<file path="src/rtl/axi_ddc_cfg_master.sv">
// AXI4-Lite configuration master for a bank of DDC channels.
// Turns one command into a short sequence of register writes, or into a single
// register read, and reports completion with a one-cycle rsp_done pulse.
// Every AXI output comes from a flop, so no AXI input reaches an AXI output
// through combinational logic. Each wait state has a bounded cycle budget so a
// hung slave cannot lock the block up.
module axi_ddc_cfg_master #(
  parameter int C_M_AXI_DATA_WIDTH = 32,
  parameter int C_M_AXI_ADDR_WIDTH = 5,
  parameter int N_CH               = 4,
  parameter int TIMEOUT            = 255,
  localparam int CW                = (N_CH > 1) ? $clog2(N_CH) : 1
) (
  input  logic                            M_AXI_ACLK,
  input  logic                            M_AXI_ARESETN,
  input  logic                            cmd_valid,
  output logic                            cmd_ready,
  input  logic [1:0]                      cmd_op,
  input  logic [CW-1:0]                   cmd_ch,
  input  logic [19:0]                     cmd_pinc,
  input  logic [19:0]                     cmd_poff,
  input  logic [17:0]                     cmd_len,
  input  logic [2:0]                      cmd_raddr,
  output logic                            rsp_done,
  output logic                            rsp_err,
  output logic [31:0]                     rsp_data,
  output logic                            busy,
  output logic [C_M_AXI_ADDR_WIDTH-1:0]   M_AXI_AWADDR,
  output logic [2:0]                      M_AXI_AWPROT,
  output logic                            M_AXI_AWVALID,
  input  logic                            M_AXI_AWREADY,
  output logic [C_M_AXI_DATA_WIDTH-1:0]   M_AXI_WDATA,
  output logic [C_M_AXI_DATA_WIDTH/8-1:0] M_AXI_WSTRB,
  output logic                            M_AXI_WVALID,
  input  logic                            M_AXI_WREADY,
  input  logic [1:0]                      M_AXI_BRESP,
  input  logic                            M_AXI_BVALID,
  output logic                            M_AXI_BREADY,
  output logic [C_M_AXI_ADDR_WIDTH-1:0]   M_AXI_ARADDR,
  output logic [2:0]                      M_AXI_ARPROT,
  output logic                            M_AXI_ARVALID,
  input  logic                            M_AXI_ARREADY,
  input  logic [C_M_AXI_DATA_WIDTH-1:0]   M_AXI_RDATA,
  input  logic [1:0]                      M_AXI_RRESP,
  input  logic                            M_AXI_RVALID,
  output logic                            M_AXI_RREADY
);

  localparam int AW    = C_M_AXI_ADDR_WIDTH;
  localparam int DW    = C_M_AXI_DATA_WIDTH;
  localparam int CNT_W = (TIMEOUT > 1) ? $clog2(TIMEOUT + 1) : 1;

  typedef enum logic [2:0] {IDLE, WADDR, WRESP, RADDR, RDATA, DONE} state_t;

  // One bit per encodable channel index, set where the channel actually exists.
  function automatic logic [(1<<CW)-1:0] ch_ok_mask();
    logic [(1<<CW)-1:0] m;
    m = '0;
    for (int i = 0; i < (1 << CW); i++) m[i] = (i < N_CH);
    return m;
  endfunction

  localparam logic [(1<<CW)-1:0] CH_OK = ch_ok_mask();

  // Register index n lives at byte address n*4.
  function automatic logic [AW-1:0] reg_addr(input logic [2:0] idx);
    return AW'({idx, 2'b00});
  endfunction

  // Target register of write number `step` for a given op. The channel
  // config sequence ends on reg0, which commits the new settings.
  function automatic logic [2:0] wr_reg(input logic [1:0] op, input logic [1:0] step);
    logic [2:0] r;
    r = 3'd0;
    case (op)
      2'd0: begin
        case (step)
          2'd0:    r = 3'd1;
          2'd1:    r = 3'd2;
          default: r = 3'd0;
        endcase
      end
      2'd1:    r = 3'd3;
      2'd2:    r = 3'd4;
      default: r = 3'd0;
    endcase
    return r;
  endfunction

  // Data word of write number `step` for a given op.
  function automatic logic [DW-1:0] wr_data(input logic [1:0] op, input logic [1:0] step,
                                             input logic [CW-1:0] ch, input logic [19:0] pinc,
                                             input logic [19:0] poff, input logic [17:0] len);
    logic [DW-1:0] d;
    d = '0;
    case (op)
      2'd0: begin
        case (step)
          2'd0:    d = DW'(pinc);
          2'd1:    d = DW'(poff);
          default: d = DW'(ch);
        endcase
      end
      2'd1:    d = DW'(len);
      2'd2:    d = DW'(1);
      default: d = '0;
    endcase
    return d;
  endfunction

  state_t            state_q, state_d;
  logic [CNT_W-1:0]  cnt_q, cnt_d;
  logic [1:0]        step_q, step_d;
  logic              aw_done_q, aw_done_d;
  logic              w_done_q, w_done_d;
  logic              awvalid_q, awvalid_d;
  logic              wvalid_q, wvalid_d;
  logic              bready_q, bready_d;
  logic              arvalid_q, arvalid_d;
  logic              rready_q, rready_d;
  logic [AW-1:0]     awaddr_q, awaddr_d;
  logic [DW-1:0]     wdata_q, wdata_d;
  logic [AW-1:0]     araddr_q, araddr_d;
  logic              rsp_err_q, rsp_err_d;
  logic [31:0]       rsp_data_q, rsp_data_d;

  logic [1:0]        op_q;
  logic [CW-1:0]     ch_q;
  logic [19:0]       pinc_q, poff_q;
  logic [17:0]       len_q;

  logic              aw_hs, w_hs, timed_out, last_write;
  logic [1:0]        step_nx;

  // Capture the command fields on accept so the inputs may change afterwards.
  always_ff @(posedge M_AXI_ACLK or negedge M_AXI_ARESETN) begin
    if (!M_AXI_ARESETN) begin
      op_q   <= '0;
      ch_q   <= '0;
      pinc_q <= '0;
      poff_q <= '0;
      len_q  <= '0;
    end else if (state_q == IDLE && cmd_valid) begin
      op_q   <= cmd_op;
      ch_q   <= cmd_ch;
      pinc_q <= cmd_pinc;
      poff_q <= cmd_poff;
      len_q  <= cmd_len;
    end
  end

  // State register plus every flopped AXI and response output.
  always_ff @(posedge M_AXI_ACLK or negedge M_AXI_ARESETN) begin
    if (!M_AXI_ARESETN) begin
      state_q    <= IDLE;
      cnt_q      <= '0;
      step_q     <= '0;
      aw_done_q  <= 1'b0;
      w_done_q   <= 1'b0;
      awvalid_q  <= 1'b0;
      wvalid_q   <= 1'b0;
      bready_q   <= 1'b0;
      arvalid_q  <= 1'b0;
      rready_q   <= 1'b0;
      awaddr_q   <= '0;
      wdata_q    <= '0;
      araddr_q   <= '0;
      rsp_err_q  <= 1'b0;
      rsp_data_q <= '0;
    end else begin
      state_q    <= state_d;
      cnt_q      <= cnt_d;
      step_q     <= step_d;
      aw_done_q  <= aw_done_d;
      w_done_q   <= w_done_d;
      awvalid_q  <= awvalid_d;
      wvalid_q   <= wvalid_d;
      bready_q   <= bready_d;
      arvalid_q  <= arvalid_d;
      rready_q   <= rready_d;
      awaddr_q   <= awaddr_d;
      wdata_q    <= wdata_d;
      araddr_q   <= araddr_d;
      rsp_err_q  <= rsp_err_d;
      rsp_data_q <= rsp_data_d;
    end
  end

  // Next-state logic and next values of all flopped outputs.
  always_comb begin
    state_d    = state_q;
    step_d     = step_q;
    aw_done_d  = aw_done_q;
    w_done_d   = w_done_q;
    awvalid_d  = awvalid_q;
    wvalid_d   = wvalid_q;
    bready_d   = bready_q;
    arvalid_d  = arvalid_q;
    rready_d   = rready_q;
    awaddr_d   = awaddr_q;
    wdata_d    = wdata_q;
    araddr_d   = araddr_q;
    rsp_err_d  = rsp_err_q;
    rsp_data_d = rsp_data_q;
    aw_hs      = awvalid_q & M_AXI_AWREADY;
    w_hs       = wvalid_q & M_AXI_WREADY;
    timed_out  = (cnt_q == CNT_W'(TIMEOUT - 1));
    last_write = (op_q != 2'd0) || (step_q == 2'd2);
    step_nx    = step_q + 2'd1;

    case (state_q)
      IDLE: begin
        if (cmd_valid) begin
          rsp_err_d = 1'b0;
          step_d    = 2'd0;
          aw_done_d = 1'b0;
          w_done_d  = 1'b0;
          if (cmd_op == 2'd0 && !CH_OK[cmd_ch]) begin
            rsp_err_d = 1'b1;
            state_d   = DONE;
          end else if (cmd_op == 2'd3) begin
            araddr_d  = reg_addr(cmd_raddr);
            arvalid_d = 1'b1;
            state_d   = RADDR;
          end else begin
            awaddr_d  = reg_addr(wr_reg(cmd_op, 2'd0));
            wdata_d   = wr_data(cmd_op, 2'd0, cmd_ch, cmd_pinc, cmd_poff, cmd_len);
            awvalid_d = 1'b1;
            wvalid_d  = 1'b1;
            state_d   = WADDR;
          end
        end
      end
      WADDR: begin
        if (aw_hs) begin
          awvalid_d = 1'b0;
          aw_done_d = 1'b1;
        end
        if (w_hs) begin
          wvalid_d = 1'b0;
          w_done_d = 1'b1;
        end
        if ((aw_done_q || aw_hs) && (w_done_q || w_hs)) begin
          aw_done_d = 1'b0;
          w_done_d  = 1'b0;
          bready_d  = 1'b1;
          state_d   = WRESP;
        end else if (timed_out) begin
          awvalid_d = 1'b0;
          wvalid_d  = 1'b0;
          aw_done_d = 1'b0;
          w_done_d  = 1'b0;
          rsp_err_d = 1'b1;
          state_d   = DONE;
        end
      end
      WRESP: begin
        if (M_AXI_BVALID) begin
          bready_d = 1'b0;
          if (M_AXI_BRESP != 2'b00) begin
            rsp_err_d = 1'b1;
            state_d   = DONE;
          end else if (last_write) begin
            state_d = DONE;
          end else begin
            step_d    = step_nx;
            awaddr_d  = reg_addr(wr_reg(op_q, step_nx));
            wdata_d   = wr_data(op_q, step_nx, ch_q, pinc_q, poff_q, len_q);
            awvalid_d = 1'b1;
            wvalid_d  = 1'b1;
            state_d   = WADDR;
          end
        end else if (timed_out) begin
          bready_d  = 1'b0;
          rsp_err_d = 1'b1;
          state_d   = DONE;
        end
      end
      RADDR: begin
        if (M_AXI_ARREADY) begin
          arvalid_d = 1'b0;
          rready_d  = 1'b1;
          state_d   = RDATA;
        end else if (timed_out) begin
          arvalid_d = 1'b0;
          rsp_err_d = 1'b1;
          state_d   = DONE;
        end
      end
      RDATA: begin
        if (M_AXI_RVALID) begin
          rready_d   = 1'b0;
          rsp_data_d = 32'(M_AXI_RDATA);
          rsp_err_d  = (M_AXI_RRESP != 2'b00);
          state_d    = DONE;
        end else if (timed_out) begin
          rready_d  = 1'b0;
          rsp_err_d = 1'b1;
          state_d   = DONE;
        end
      end
      DONE:    state_d = IDLE;
      default: state_d = IDLE;
    endcase

    cnt_d = (state_d != state_q || state_q == IDLE) ? '0 : cnt_q + CNT_W'(1);
  end

  assign cmd_ready     = (state_q == IDLE);
  assign rsp_done      = (state_q == DONE);
  assign busy          = (state_q != IDLE);
  assign rsp_err       = rsp_err_q;
  assign rsp_data      = rsp_data_q;
  assign M_AXI_AWADDR  = awaddr_q;
  assign M_AXI_AWPROT  = 3'b000;
  assign M_AXI_AWVALID = awvalid_q;
  assign M_AXI_WDATA   = wdata_q;
  assign M_AXI_WSTRB   = '1;
  assign M_AXI_WVALID  = wvalid_q;
  assign M_AXI_BREADY  = bready_q;
  assign M_AXI_ARADDR  = araddr_q;
  assign M_AXI_ARPROT  = 3'b000;
  assign M_AXI_ARVALID = arvalid_q;
  assign M_AXI_RREADY  = rready_q;

endmodule

</file>
<file path="config.mk">
export PLATFORM = sky130hd
export DESIGN_NAME = axi_ddc_cfg_master
export DESIGN_NICKNAME = d
export VERILOG_FILES = /design/src/rtl/axi_ddc_cfg_master.sv
export SDC_FILE = /design/constraint.sdc
export NUM_CORES = 1
export LEC_CHECK = 0
export BUFFER_PORTS_ARGS = -buffer_cell sky130_fd_sc_hd__buf_2
export CAP_MARGIN = 5
export CORE_MARGIN = 8
export CORE_UTILIZATION = 52
export CTS_BUF_LIST = sky130_fd_sc_hd__clkbuf_8 sky130_fd_sc_hd__clkbuf_16
export DETAILED_ROUTE_END_ITERATION = 8
export GPL_TIMING_DRIVEN = 0
export PLACE_DENSITY_LB_ADDON = 0.1
export SYNTH_ARGS = -nofsm -noshare
export SYNTH_HDL_FRONTEND = slang
export SYNTH_SLANG_ARGS = --single-unit
export TNS_END_PERCENT = 1
</file>
<file path="constraint.sdc">
create_clock -name M_AXI_ACLK -period 2.4 [get_ports M_AXI_ACLK]
set_clock_uncertainty 0.15 [all_clocks]
set_input_delay 0.48 -clock M_AXI_ACLK [delete_from_list [all_inputs] [get_ports M_AXI_ACLK]]
set_output_delay 0.48 -clock M_AXI_ACLK [all_outputs]
set_load 0.1 [all_outputs]
</file>
* Word-level counts from Yosys, hierarchy flattened
Index checks and enable logic that the tools add are counted.
Cells by class: magnitude comparators 1, shift-type cells 0, add/subtract/negate cells 2, reduce and logical (&&, ||, !) cells 34, bitwise gates (word level) 3, equal/unequal tests 31, mux-type cells 83, divide/modulo/power cells 0, $mul 0
Operators by type and width (number):
- 32-bit two-way mux | 6
- 32-bit one-hot mux with 3 select lines | 1
- 32-bit one-hot mux with 2 select lines | 1
- 20-bit one-hot mux with 3 select lines | 1
- 20-bit one-hot mux with 2 select lines | 1
- 1-bit two-way mux | 37
- 5-bit two-way mux | 6
- 3-bit two-way mux | 9
- 2-bit inequality test, second input constant | 10
- 3-bit one-hot mux with 3 select lines | 2
- 2-bit nonzero test | 8
- 3-bit one-hot mux with 5 select lines | 1
- 5-bit AND reduction | 3
- 7-bit AND reduction | 2
- 3-bit inequality test, second input constant | 4
- 3-bit AND reduction | 4
- 2-bit two-way mux | 5
- 1-bit one-hot mux with 2 select lines | 5
- 5-bit one-hot mux with 2 select lines | 1
- 8-bit by 1-bit adder with 8-bit output, second input constant | 1
- 2-bit == test, second input constant | 4
- 8-bit == test, second input constant | 1
- 8-bit two-way mux | 1
- 4-bit inequality test, second input constant | 2
- 23 further kinds | 38
Word-level totals: ROM bits 0, register bits 155, word-level logic and storage cells 174, latch bits 0, memory bits (writable) 0, input bits 109, memories 0

* Longest topological paths before layout
word-level depth 10, gate-level depth with buffers 9, depth with buffers taken out 7

* Worst setup path before layout
No wires, ideal clock.
path type reg-to-output, from register state_q[0], to output rsp_done, stages on the path, launching flop included 5, path slack -426 ps, arrival 2196 ps, data required time 1770 ps, path through dfrtp_1 buf_2 buf_1 nand2_1 nor2_1
On the way: cells in the longest elaborated chain, start to end 1
RTL lines:
- start, declared | line 111 | state_t state_q, state_d;
- start signal, assigned | line 171 | state_q <= state_d;
- 3-bit == test | line 310 | assign rsp_done = (state_q == DONE);
- end, declared | line 24 | output logic rsp_done,
No other way between the ends.

* Worst setup path after layout
from register state_q[2], to output rsp_done
Same word-level chain as after synthesis.

==> flow_summary.toml <==
[global_routing]
grt_antenna_before_repair = 1
grt_first_pass_wirelength_mm = 29.1
grt_max_degree = 77
grt-ovfl-total = 0
track_usage = 0.223
first_global_vias = 5620

[timing]
rsz0062_at_grt = "yes"
finalCritPeriodShare = 0.982
timing.setup.tns_ns = 0
maxSlewHeadroom = 0.579
finalSetupViolations = 0
max_clock_freq_mhz = 424
worstMarginPinSlew_ns = 0.632
slew_viol_final = 0
hold_viol_final = 0
fin_crit_ns = 2.36

[detailed_routing]
drt_iter0_drc = 494
drc_errors = 0
vias = 5295
drtAntennaViolNets = 0
drtPass1Iterations = 5
wire_per_inst_um = 18.9
routed_wl_mm = 18.4
via_per_inst = 5.44

[floorplanning]
row_count = 41
die_x_um = 130
initial_core_util = 0.535
die-area_um2 = 16900
core_um2 = 12700
die_height_um = 130
ioPinCount = 202

[clock_network]
clk-insertion-delay-late_ns = 0.41
cts_buffers = 17
cts_max_level = 4
cts_tree = "done"
clkTransAtPathRegs_ns = 0.06
cts.sinks = 141
cts-root-buf = "clkbuf_16"
clockBufferDepth = 2

[worst_setup_path]
worstPathCellList = "buf_2 -> clkbuf_4 -> nand2_1 -> nor2_2 -> buf_6"
cp-start-kind = "flop"
cp_top_family = "buffers and inverters"
crit_path_max_incr_delay_ns = 0.41
critPathKind = "reg -> out"
critPathSlowestCell = "dfrtp_1"
crit_arrival_ns = 1.73
r2r_setup_slack_ns = 0.09
crit_start = "state_q[2]$_DFF_PN0_"
reg2reg_depth = 9
path_buf_inv = 3
reg2reg_from = "step_q[1]$_DFFE_PN0P_"
path_depth = 5
critPathMaxFanout = 10
end_kind = "primary output"
r2r-end = "M_AXI_WDATA[7]$_DFFE_PN0P_"
required_ns = 1.77
crit_path_end = "rsp_done"

[power_and_ir_drop]
swShare = 0.504
clkPwrFrac = 0.180
intPower_w = 0.00715
p_leak_nw = 4.22
ir_drop_v = 0.00141
total_power_w = 0.0144
p_sw_w = 0.00727
power_frac_seq = 0.282
power_frac_comb = 0.539
power_density_nw_per_um2 = 1650

[synth]
yosysUniqueCellTypes = 54
avgSynthCellArea_um2 = 12.1
async_flop_share = 1.00
ys_warn_count = 0
synth_edf_count = 0
yosysSeqAreaShare = 0.520
synthCells = 562
syn-cell-area_um2 = 6780
synth_top_flop_cell = "dfrtp_1"
synth_seq_cells = 141

[placement]
dp_hpwl_mm = 13.4
dpl_cell_area_um2 = 7990
io_buffers = 174
gp_congestion = 0.848

[run_status]
status = "finished clean"

[cells_and_area]
mostFrequentLayoutCells = "buf_2, dfrtp_1, mux2_2"
final_util = 0.688
multi_input_area_um2 = 2980
final_common_cell = "buf_2"
layout-drive-gt1-share = 0.458
nFillCells = 967
areaGrowthSynthToFinish_pct = 28.5
final_cell_area_um2 = 8710
nNetsFinal = 904
regArea_um2 = 3530
diodes = 0

[worst_hold_path]
hp-class = "in -> reg"

[job]
max-cap-violations = 0
## cell usage after synthesis, types with 2 or more instances
cell type  count  share of area
nor2b_1        7         0.0065
a21oi_1       14          0.010
a221o_1        2         0.0030
nand2b_1       5         0.0046
nor2_1        27          0.015
or2_2          2         0.0018
and2_1         2         0.0018
o22ai_1        3         0.0028
buf_2         13         0.0096
o21ai_0       16          0.012
mux2_1        22          0.037
nand2_1       29          0.016
ha_1           7          0.013
conb_1         2         0.0011
o21bai_1       3         0.0033
dfrtp_1      141           0.52
nor3_1         4         0.0030
buf_4         27          0.030
a22oi_1       34          0.038
o311ai_0       3         0.0039
o21a_1         4         0.0044
o2111ai_1      2         0.0026
a211o_1        2         0.0026
xor2_1         5         0.0065
nand3b_1       2         0.0022
nand4_1        3         0.0028
clkbuf_1      16         0.0089
a22o_1        20          0.026
inv_1          9         0.0050
buf_1          2         0.0011
or3_1          3         0.0028
buf_6          3         0.0050
mux2_2        96           0.16
xnor2_1        2         0.0026
nand3_1       11         0.0081
## sequential cells by signal (all words and copies together), names as in the netlist, 3 cells and up
register	flops
rsp_data	32
len_q	18
pinc_q	20
M_AXI_ARADDR	3
state_q	3
poff_q	20
M_AXI_AWADDR	3
M_AXI_WDATA	20
cnt_q	8
## how the worst min path moves through the flow
stage,start,endpoint,slack [ns],depth (start not counted)
detailed placement,M_AXI_WDATA[18]$_DFFE_PN0P_,M_AXI_WDATA[18]$_DFFE_PN0P_,0.32,1
floorplan,M_AXI_ARESETN,M_AXI_ARADDR[2]$_DFFE_PN0P_,0.03,0
global route,M_AXI_RDATA[20],rsp_data[20]$_DFFE_PN0P_,0.13,2
global placement,M_AXI_WDATA[18]$_DFFE_PN0P_,M_AXI_WDATA[18]$_DFFE_PN0P_,0.31,1
CTS,cmd_ch[1],ch_q[1]$_DFFE_PN0P_,0.12,3
finish,M_AXI_RDATA[23],rsp_data[23]$_DFFE_PN0P_,0.14,2
## layer usage
metal	vias up	GRT usage	share of wire
li1	2446	-	-
met1	2622	0.271	0.40
met3	23	0.0718	0.081
met2	202	0.367	0.50
met5	-	0	0.00071
met4	2	0.0758	0.014
## metrics by stage
stage                     hold slack, ns  setup slack [ns]  cells
after floorplan                   0.0344            -0.312    586
after global placement             0.313             -1.19    932
after detailed placement           0.319            -0.192    933
after CTS                          0.125           -0.0586    965
after global routing               0.131           -0.0681    973
final                              0.141            0.0439    973
## power by group through the flow
stage	clock (W)	combinational (W)	sequential, W
2_1_floorplan	0	0.00280	0.00744
3_3_place_gp	0	0.00753	0.00400
3_5_place_dp	0	0.00766	0.00407
4_1_cts	0.00264	0.00769	0.00405
5_1_grt	0.00273	0.00813	0.00420
6_report	0.00259	0.00776	0.00406
## area by class of cell
type | instances | area share
Sequential cell | 141 | 0.405
Inverter | 9 | 0.00388
Timing Repair Buffer | 184 | 0.115
Clock buffer | 17 | 0.0488
Multi-Input combinational cell | 375 | 0.342
Clock inverter | 15 | 0.0182
Buffer | 60 | 0.0429
Tap cell | 172 | 0.0247
## worst register-to-register path: stages (launching register included)
cell      delay, ns
dfrtp_1        0.40
inv_1          0.10
ha_1           0.27
clkbuf_1       0.35
nor4_4         0.05
buf_4          0.18
buf_6          0.15
a22oi_1        0.18
nand2_1        0.09
mux2_1         0.30
## what timing repair did
action | 4_1_cts | 5_1_grt
buffers inserted | 0 | 8
gates resized for setup | 6 | 16
hold buffers | 1 | 0
setup endpoints to repair | 76 | 30
pin swaps | 0 | 1
endpoints found under the hold margin | 65 | 0
## logic make-up (layout without fill, tap and decap cells)
| logic type | Yosys count | in the layout | share of synthesized area |
|---|---|---|---|
| buf+inv | 70 | 285 | 0.0594 |
| mux | 119 | 119 | 0.197 |
| xor+xnor | 7 | 7 | 0.00904 |
| flops | 141 | 141 | 0.520 |
| simple gates | 106 | 106 | 0.0819 |
| compound gates | 110 | 110 | 0.118 |
| other cells | 2 | 26 | 0.00111 |
| fa+ha+maj | 7 | 7 | 0.0129 |
Note: power is estimated with default switching activity, not from simulation.
